--- src/rtl/uart_pkg.sv ---
// Shared UART definitions: FSM state encoding, parity-type codes and parity helpers.
package uart_pkg;

  typedef enum logic [2:0] {
    ST_IDLE   = 3'd0,
    ST_LOAD   = 3'd1,
    ST_START  = 3'd2,
    ST_DATA   = 3'd3,
    ST_PARITY = 3'd4,
    ST_STOP   = 3'd5
  } uart_state_e;

  // Parity-type codes; 2'b11 is treated like PAR_NONE.
  localparam logic [1:0] PAR_NONE = 2'b00;
  localparam logic [1:0] PAR_EVEN = 2'b01;
  localparam logic [1:0] PAR_ODD  = 2'b10;

  function automatic logic parity_enabled(input logic [1:0] ptype);
    return (ptype == PAR_EVEN) || (ptype == PAR_ODD);
  endfunction

  function automatic logic parity_bit(input logic [1:0] ptype, input logic [7:0] data);
    return (ptype == PAR_ODD) ? ~^data : ^data;
  endfunction

endpackage

--- src/rtl/uart_tx_if.sv ---
// TX FIFO read port: the transmitter pops with o_fifo_rd_en, data follows one cycle later.
interface uart_tx_if #(
  parameter int unsigned DATA_W = 8
);
  logic [DATA_W-1:0] fifo_data;
  logic              empty;
  logic              o_fifo_rd_en;

  // Transmitter side
  modport master (
    input  fifo_data,
    input  empty,
    output o_fifo_rd_en
  );

  // FIFO side
  modport slave (
    output fifo_data,
    output empty,
    input  o_fifo_rd_en
  );
endinterface

--- src/rtl/uart_baud_gen.sv ---
// Baud counter: counts 0..divisor-1 and ticks on the last count; divisor 0/1 ticks every cycle.
module uart_baud_gen (
  input  logic        clk,
  input  logic        rst_n,
  input  logic        clear,
  input  logic [15:0] divisor,
  output logic        tick
);

  logic [15:0] cnt_q, cnt_d;

  // Next count and bit-period tick
  always_comb begin
    tick  = 1'b0;
    cnt_d = cnt_q;
    if (clear) begin
      cnt_d = '0;
    end else if (divisor <= 16'd1) begin
      tick  = 1'b1;
      cnt_d = '0;
    end else if (cnt_q == divisor - 16'd1) begin
      tick  = 1'b1;
      cnt_d = '0;
    end else begin
      cnt_d = cnt_q + 16'd1;
    end
  end

  // Counter register, synchronous active-low reset
  always_ff @(posedge clk) begin
    if (!rst_n) cnt_q <= '0;
    else        cnt_q <= cnt_d;
  end

endmodule

--- src/rtl/uart_tx.sv ---
// UART transmitter: pops bytes from a TX FIFO and sends start, 8 data bits LSB first,
// optional parity and stop bit(s). Define UART_TX_TWO_STOP_EN to add the i_two_stop input.
module uart_tx
  import uart_pkg::*;
#(
  parameter int unsigned DATA_W = 8  // only 8 is supported
) (
  input  logic        clk,
  input  logic        rst_n,
  input  logic [15:0] baud_divisor,
  input  logic [1:0]  i_parity_type,
  uart_tx_if.master   fifo,
  output logic        tx,
  output logic        o_busy,
  output logic        o_tx_done
`ifdef UART_TX_TWO_STOP_EN
  ,
  input  logic        i_two_stop
`endif
);

  uart_state_e       state_q, state_d;
  logic [DATA_W-1:0] shift_q, shift_d;
  logic [2:0]        bit_cnt_q, bit_cnt_d;
  logic [15:0]       div_q, div_d;
  logic [1:0]        par_type_q, par_type_d;
  logic              par_bit_q, par_bit_d;
  logic              tx_q, tx_d;
  logic              rd_en, done, baud_clear, tick, stop_last;

  uart_baud_gen u_baud_gen (
    .clk     (clk),
    .rst_n   (rst_n),
    .clear   (baud_clear),
    .divisor (div_q),
    .tick    (tick)
  );

`ifdef UART_TX_TWO_STOP_EN
  logic two_stop_q, two_stop_d;
  logic stop_cnt_q, stop_cnt_d;

  // Stop-period tracking: one flag marks that the first of two stop periods has elapsed
  always_comb begin
    two_stop_d = two_stop_q;
    stop_cnt_d = stop_cnt_q;
    stop_last  = ~two_stop_q | stop_cnt_q;
    if (state_q == ST_LOAD) begin
      two_stop_d = i_two_stop;
      stop_cnt_d = 1'b0;
    end else if (state_q == ST_STOP && tick) begin
      stop_cnt_d = ~stop_last;
    end
  end

  // Stop-option registers
  always_ff @(posedge clk) begin
    if (!rst_n) begin
      two_stop_q <= 1'b0;
      stop_cnt_q <= 1'b0;
    end else begin
      two_stop_q <= two_stop_d;
      stop_cnt_q <= stop_cnt_d;
    end
  end
`else
  assign stop_last = 1'b1;
`endif

  // FSM next state; tx_d is the value the line takes on entering the next bit
  always_comb begin
    state_d    = state_q;
    shift_d    = shift_q;
    bit_cnt_d  = bit_cnt_q;
    div_d      = div_q;
    par_type_d = par_type_q;
    par_bit_d  = par_bit_q;
    tx_d       = tx_q;
    rd_en      = 1'b0;
    done       = 1'b0;
    baud_clear = 1'b0;
    case (state_q)
      ST_IDLE: begin
        tx_d = 1'b1;
        if (!fifo.empty) begin
          rd_en   = 1'b1;
          state_d = ST_LOAD;
        end
      end
      ST_LOAD: begin
        // Parity bit is resolved here so later changes to i_parity_type cannot reach this frame
        shift_d    = fifo.fifo_data;
        div_d      = baud_divisor;
        par_type_d = i_parity_type;
        par_bit_d  = parity_bit(i_parity_type, fifo.fifo_data);
        bit_cnt_d  = '0;
        baud_clear = 1'b1;
        tx_d       = 1'b0;
        state_d    = ST_START;
      end
      ST_START: begin
        if (tick) begin
          tx_d    = shift_q[0];
          shift_d = {1'b0, shift_q[DATA_W-1:1]};
          state_d = ST_DATA;
        end
      end
      ST_DATA: begin
        if (tick) begin
          if (bit_cnt_q == 3'd7) begin
            if (parity_enabled(par_type_q)) begin
              tx_d    = par_bit_q;
              state_d = ST_PARITY;
            end else begin
              tx_d    = 1'b1;
              state_d = ST_STOP;
            end
          end else begin
            bit_cnt_d = bit_cnt_q + 3'd1;
            tx_d      = shift_q[0];
            shift_d   = {1'b0, shift_q[DATA_W-1:1]};
          end
        end
      end
      ST_PARITY: begin
        if (tick) begin
          tx_d    = 1'b1;
          state_d = ST_STOP;
        end
      end
      ST_STOP: begin
        if (tick && stop_last) begin
          done    = 1'b1;
          state_d = ST_IDLE;
        end
      end
      default: state_d = ST_IDLE;
    endcase
  end

  // State and datapath registers, synchronous active-low reset
  always_ff @(posedge clk) begin
    if (!rst_n) begin
      state_q    <= ST_IDLE;
      shift_q    <= '0;
      bit_cnt_q  <= '0;
      div_q      <= '0;
      par_type_q <= PAR_NONE;
      par_bit_q  <= 1'b0;
      tx_q       <= 1'b1;
    end else begin
      state_q    <= state_d;
      shift_q    <= shift_d;
      bit_cnt_q  <= bit_cnt_d;
      div_q      <= div_d;
      par_type_q <= par_type_d;
      par_bit_q  <= par_bit_d;
      tx_q       <= tx_d;
    end
  end

  // Strobes are gated by reset so a held reset never pops the FIFO
  assign fifo.o_fifo_rd_en = rd_en & rst_n;
  assign o_tx_done         = done & rst_n;
  assign o_busy            = (state_q != ST_IDLE);
  assign tx                = tx_q;

endmodule

--- src/flat_wrapper.sv ---
// flat-port wrapper written by rule: the top's interface ports become plain ports
module uart_tx_flat import uart_pkg::*;
#(
  parameter int unsigned DATA_W = 8                        
)
  (clk, rst_n, baud_divisor, i_parity_type, tx, o_busy, o_tx_done, fifo_fifo_data, fifo_empty, fifo_o_fifo_rd_en);
  uart_tx_if #(.DATA_W(DATA_W)) fifo_i ();
  input  logic clk;
  input  logic rst_n;
  input  logic [15:0] baud_divisor;
  input  logic [1:0] i_parity_type;
  output logic tx;
  output logic o_busy;
  output logic o_tx_done;
  input wire logic [$bits(fifo_i.fifo_data)-1:0] fifo_fifo_data;
  input wire logic [$bits(fifo_i.empty)-1:0] fifo_empty;
  output wire logic [$bits(fifo_i.o_fifo_rd_en)-1:0] fifo_o_fifo_rd_en;
  assign fifo_i.fifo_data = fifo_fifo_data;
  assign fifo_i.empty = fifo_empty;
  assign fifo_o_fifo_rd_en = fifo_i.o_fifo_rd_en;
  uart_tx #(.DATA_W(DATA_W)) u_core (.clk(clk), .rst_n(rst_n), .baud_divisor(baud_divisor), .i_parity_type(i_parity_type), .fifo(fifo_i), .tx(tx), .o_busy(o_busy), .o_tx_done(o_tx_done));
endmodule
--- config.mk ---
export PLATFORM = sky130hd
export DESIGN_NAME = uart_tx_flat
export DESIGN_NICKNAME = d
export VERILOG_FILES = /design/src/rtl/uart_pkg.sv /design/src/rtl/uart_tx_if.sv /design/src/rtl/uart_baud_gen.sv /design/src/rtl/uart_tx.sv /design/src/flat_wrapper.sv
export SDC_FILE = /design/constraint.sdc
export NUM_CORES = 1
export LEC_CHECK = 0
export BUFFER_PORTS_ARGS = -buffer_cell sky130_fd_sc_hd__buf_2
export CORE_ASPECT_RATIO = 0.6
export CORE_MARGIN = 2
export CORE_UTILIZATION = 40
export DETAILED_ROUTE_END_ITERATION = 16
export GPL_ROUTABILITY_DRIVEN = 0
export PLACE_DENSITY = 0.59
export SETUP_SLACK_MARGIN = 0.4
export SLEW_MARGIN = 40
export SYNTH_ARGS = -nofsm -noshare
export SYNTH_HDL_FRONTEND = slang
export SYNTH_SLANG_ARGS = --single-unit
--- constraint.sdc ---
create_clock -name clk -period 5.2 [get_ports clk]
set_input_delay 1.04 -clock clk [delete_from_list [all_inputs] [get_ports clk]]
set_output_delay 1.04 -clock clk [all_outputs]
set_load 0.005 [all_outputs]
**Word level (Yosys, flattened, before mapping)**

Index checks and enable logic that the tools add are counted.

- Bits of input ports: 29
- Logic and storage cells: 75
- Output and inout bits: 4
- Register bits: 50

- Reduce and logical (&&, ||, !) cells: 13
- Bitwise gates (word level): 3
- Equal/unequal tests: 17
- Order comparisons: 1
- Muxes and demuxes: 30
- $add $sub $neg: 3

Operator list:

| cell | count |
|---|---|
| two-way mux 3 bit | 8 |
| two-way mux 8 bit | 3 |
| one-hot mux 8 bit (3 select lines) | 1 |
| one-hot mux 3 bit (6 select lines) | 1 |
| adder 16 x 1 -> 16 bit (second input constant) | 1 |
| == test 16 bit | 1 |
| less-or-equal comparator 16 x 1 -> 1 bit (second input constant) | 1 |
| subtractor 16 x 1 -> 16 bit (second input constant) | 1 |
| two-way mux 1 bit | 15 |
| inequality test 2 x 1 -> 1 bit (second input constant) | 5 |
| == test 3 bit (second input constant) | 3 |
| AND reduction 4 bit | 2 |
| XNOR reduction 8 bit | 1 |
| parity 8 bit | 1 |
| == test 3 x 2 -> 1 bit (second input constant) | 2 |
| one-hot mux 3 bit (2 select lines) | 1 |
| AND reduction 6 bit | 1 |
| nonzero test 3 bit | 2 |
| one-hot mux 1 bit (5 select lines) | 1 |
| nonzero test 5 bit | 1 |
| == test 2 bit (second input constant) | 2 |
| inequality test 2 bit (second input constant) | 2 |
| OR reduction 4 bit | 1 |
| adder 3 x 1 -> 3 bit (second input constant) | 1 |
| other kinds (8) | 9 |

**Logic depth before layout (Yosys ltp)**

- Word-level depth: 8
- Depth in mapped cells: 15
- Depth with buffers taken out: 10

**Hierarchy**

From an unflattened synthesis, not the netlist that was laid out.

- Cell total of the unflattened synthesis: 358
- Area, all modules: 2,952.8 sq um

Modules (own cells, without submodules):

| module | times used | area an instance (sq um) | cells an instance | seq. area each (sq um) |
|---|---|---|---|---|
| uart_tx | 1 | 1,637.8 | 198 | 680.7 |
| uart_baud_gen | 1 | 1,315.0 | 160 | 320.3 |

**Least setup slack after synthesis**

Ideal clock, no wire load.

- Path type: reg-to-output
- Start: register u_core.div_q[0]
- End: output port o_tx_done
- Path buffers: 3
- Path slack: 1.166 ns
- Arrival: 2.994 ns
- Data required time: 4.160 ns
- Stages on the path, launching flop included: 14
- Cell sequence: dfxtp_1 clkbuf_1 inv_1 ha_1 buf_2 or3b_2 or4_4 a2111oi_4 o2111ai_1 nor4b_4 or2_1 buf_4 nand2_1 nor2_1

- Longest elaborated chain between the ends: 8
- Elaborated cells on any way between the ends: 9
- Classes of those cells: 1 x add/sub; 1 x order compare; 1 x eq/ne; 5 x mux; 1 x bitwise

Ends and longest elaborated chain:

| item | RTL line | text |
|---|---|---|
| start, declared | uart_tx.sv:25 | `logic [15:0] div_q, div_d;` |
| start signal, assigned | uart_tx.sv:155 | `div_q <= div_d;` |
| subtractor 16 x 1 -> 16 bit | uart_baud_gen.sv:21 | `end else if (cnt_q == divisor - 16'd1) begin` |
| == test 16 bit | uart_baud_gen.sv:21 |  |
| two-way mux 1 bit | uart_baud_gen.sv:21 |  |
| two-way mux 1 bit * | uart_baud_gen.sv:18 | `end else if (divisor <= 16'd1) begin` |
| two-way mux 1 bit * | uart_baud_gen.sv:16 | `if (clear) begin` |
| two-way mux 1 bit * | uart_tx.sv:132 | `if (tick && stop_last) begin` |
| two-way mux 1 bit * | uart_tx.sv:82 | `case (state_q)` |
| AND 1 bit * | uart_tx.sv:164 | `assign o_tx_done = done & rst_n;` |
| end, declared | flat_wrapper.sv:14 | `output logic o_tx_done;` |

Mark *: on every way between the ends. The rest lies on a longest branch, timed or not.

**Worst setup path after layout**

Ends and elaborated chain as after synthesis.

==> qor.csv <==
metric,value,unit
status,completed,
numCtsBuffers,5,
path_max_fanout,8,
die_w,116,um
antenna_found_initial,0,
ctsHtreeMaxLevel,2,
core-area,0.00727,mm^2
cts_buffer_depth,2,
r2r-start,u_core.div_q[0]$_SDFFE_PN0P_,
cts_tree,built,
crit_path_end_kind,primary output,
reg2reg_depth,10,
port_buffers,32,
slew_headroom,0.429,
rows,24,
fin_tns_setup,0,ns
grt_util_all_layers,0.185,
fillerInstances,713,
ios,33,
nets,417,
syn-num-nets,401,
tightest_slew,0.849,ns
root_buffer,clkbuf_16,
final_antenna_net_count,0,
worstSetupStartpointType,register,
grt_pass1_vias,2313,
setup_violations,0,
min_period,4.54,ns
avgViaCountPerCell,5.31,
grt_overflow,0,
post-place-ws,0.905,ns
drt_iter0_markers,156,
die_h,71.0,um
finClkSkew,0.00846,ns
crit_end,o_tx_done,
worstSetupStartpoint,u_core.div_q[0]$_SDFFE_PN0P_,
drt_wl_total,7190,um
yosys_warnings,0,
synth-edff-count,0,
ir_worst_vdd,0.000107,V
reg2reg_slack,1.56,ns
timing.final.crit_share,0.873,
grt_start_max_net_pins,30,
first_pass_iters,5,
postCtsSetupBuffers,0,
drive_above_1_share,0.149,
vias,2586,
syn_inst,367,
clock_sinks,50,
hold_buffers,0,
worstPathArrival,3.50,ns
maxCapViolCount,0,
synthFlopType,dfxtp_1,
wl_per_cell,14.8,um
hpwlAfterDp,5480,um
mostFrequentLayoutCells,"nand2_1 (56), dfxtp_1 (50), nor2_1 (33)",
synth_area,0.00299,mm^2
rsz0062_at_grt,no,
ys_ff_latch,50,
critical_path_class,reg -> out,
synthToLayoutAreaGrowth,11.6,%
hold_violations,0,
initial_core_util,0.412,
synthArstFlopShare,0,
setup_slack,0.659,ns
grt_pass1_wl,11900,um
p_leak,1.29,nW
clk_latency,0.29,ns
r2r_end,u_core.u_baud_gen.cnt_q[8]$_SDFF_PP0_,
final_common_cell,nand2_1,
antennaDiodeCount,0,
fmax,220,MHz
drv_slew,0,
fp.dieArea,0.00821,mm^2
clk_pin_slew,0.06,ns
ys_types,56,
ys_seq_area_frac,0.335,
min_path_type,reg -> reg,
cp.required,4.16,ns
p_per_area,347,mW/mm^2
syn_area_per_cell,8.15,um^2
route.detailed.drc,0,
[metrics by stage]
step                hold slack, ns  cell area (um^2)  utilization  instances  total power, mW
global route                 0.489              3340        0.459        487             1.23
detailed placement           0.464              3170        0.436        480            0.794
finish                       0.468              3340        0.459        487             1.16
CTS                          0.473              3330        0.458        487             1.16
floorplan                    0.432              2990            -        367            0.730
global placement             0.448              3170        0.436        480            0.792
[cell usage after synthesis, types with 4 or more instances]
| cell | number | share of area |
|---|---|---|
| mux2i_1 | 12 | 0.040 |
| nand2b_1 | 4 | 0.0084 |
| a21oi_1 | 30 | 0.050 |
| nor3_1 | 8 | 0.013 |
| ha_1 | 5 | 0.021 |
| nand3_1 | 16 | 0.027 |
| or3_1 | 4 | 0.0084 |
| clkbuf_1 | 16 | 0.020 |
| and3_1 | 6 | 0.013 |
| xnor2_1 | 27 | 0.079 |
| nor2_1 | 33 | 0.041 |
| nor4_1 | 4 | 0.0084 |
| nand2_1 | 56 | 0.070 |
| o21ai_0 | 6 | 0.010 |
| dfxtp_1 | 50 | 0.33 |
| xor2_1 | 16 | 0.047 |
| inv_1 | 7 | 0.0088 |
| a311oi_1 | 7 | 0.021 |
[layer usage]
| layer | part of all wire | GRT usage | routed length, um |
|---|---|---|---|
| met5 | 0 | 0 | 0 |
| met3 | 0.084 | 0.0617 | 602 |
| met2 | 0.36 | 0.217 | 2580 |
| met4 | 0.0026 | 0.0331 | 19 |
| met1 | 0.55 | 0.313 | 3990 |
[area by class of cell]
type / count / area, um^2 / share of cell area
multi-input combinational: 284 / 1830 / 0.549
clock inverter: 2 / 38.8 / 0.0116
inverter: 7 / 26.3 / 0.00787
timing repair buffer: 35 / 183 / 0.0547
clock buffer: 5 / 125 / 0.0375
sequential: 50 / 1000 / 0.300
tap: 104 / 130 / 0.0390
[report_power, final]
group | switching, mW | internal, mW | total [mW]
Sequential | 0.0449 | 0.416 | 0.461
Combinational | 0.191 | 0.143 | 0.334
Clock | 0.140 | 0.225 | 0.365
[sequential cells by signal, indices dropped and copies added, names as in the netlist]
signal and cells:
u_core.tx 1, u_core.u_baud_gen.cnt_q 16, u_core.par_type_q 2, u_core.shift_q 8
u_core.bit_cnt_q 3, u_core.div_q 16, u_core.par_bit_q 1, u_core.state_q 3
[worst min path at each step]
stage	start	to	cells past startpoint
2_1_floorplan	u_core.par_bit_q$_SDFFE_PN0P_	u_core.par_bit_q$_SDFFE_PN0P_	2
3_3_place_gp	u_core.par_bit_q$_SDFFE_PN0P_	u_core.par_bit_q$_SDFFE_PN0P_	2
3_5_place_dp	u_core.par_type_q[1]$_SDFFE_PN0P_	u_core.par_type_q[1]$_SDFFE_PN0P_	2
4_1_cts	u_core.par_type_q[1]$_SDFFE_PN0P_	u_core.par_type_q[1]$_SDFFE_PN0P_	2
5_1_grt	u_core.par_type_q[0]$_SDFFE_PN0P_	u_core.par_type_q[0]$_SDFFE_PN0P_	2
6_report	u_core.par_type_q[1]$_SDFFE_PN0P_	u_core.par_type_q[1]$_SDFFE_PN0P_	2
[logic make-up after synthesis]
family / share of synthesized area
buffers and inverters: 0.0565
AO/OA/AOI/OAI: 0.148
XOR/XNOR: 0.126
adder cells (fa/ha/maj): 0.0209
AND/OR/NAND/NOR: 0.270
flip-flops: 0.335
multiplexers: 0.0439
[critical path, stage by stage (launching register included)]
cell       delay [ns]
dfxtp_1          0.38
inv_1            0.09
ha_1             0.31
or3b_2           0.55
or4_4            0.45
a2111oi_4        0.34
o2111ai_1        0.20
nor4b_4          0.37
or2_4            0.23
nand2_1          0.07
nor2_1           0.11
buf_2            0.12
[what timing repair did]
action,CTS,global route
endpoints found under the hold margin,0,0
gates resized for setup,0,2
endpoints found under the setup margin,0,1
No activity file was read; power rests on OpenSTA's default activity.
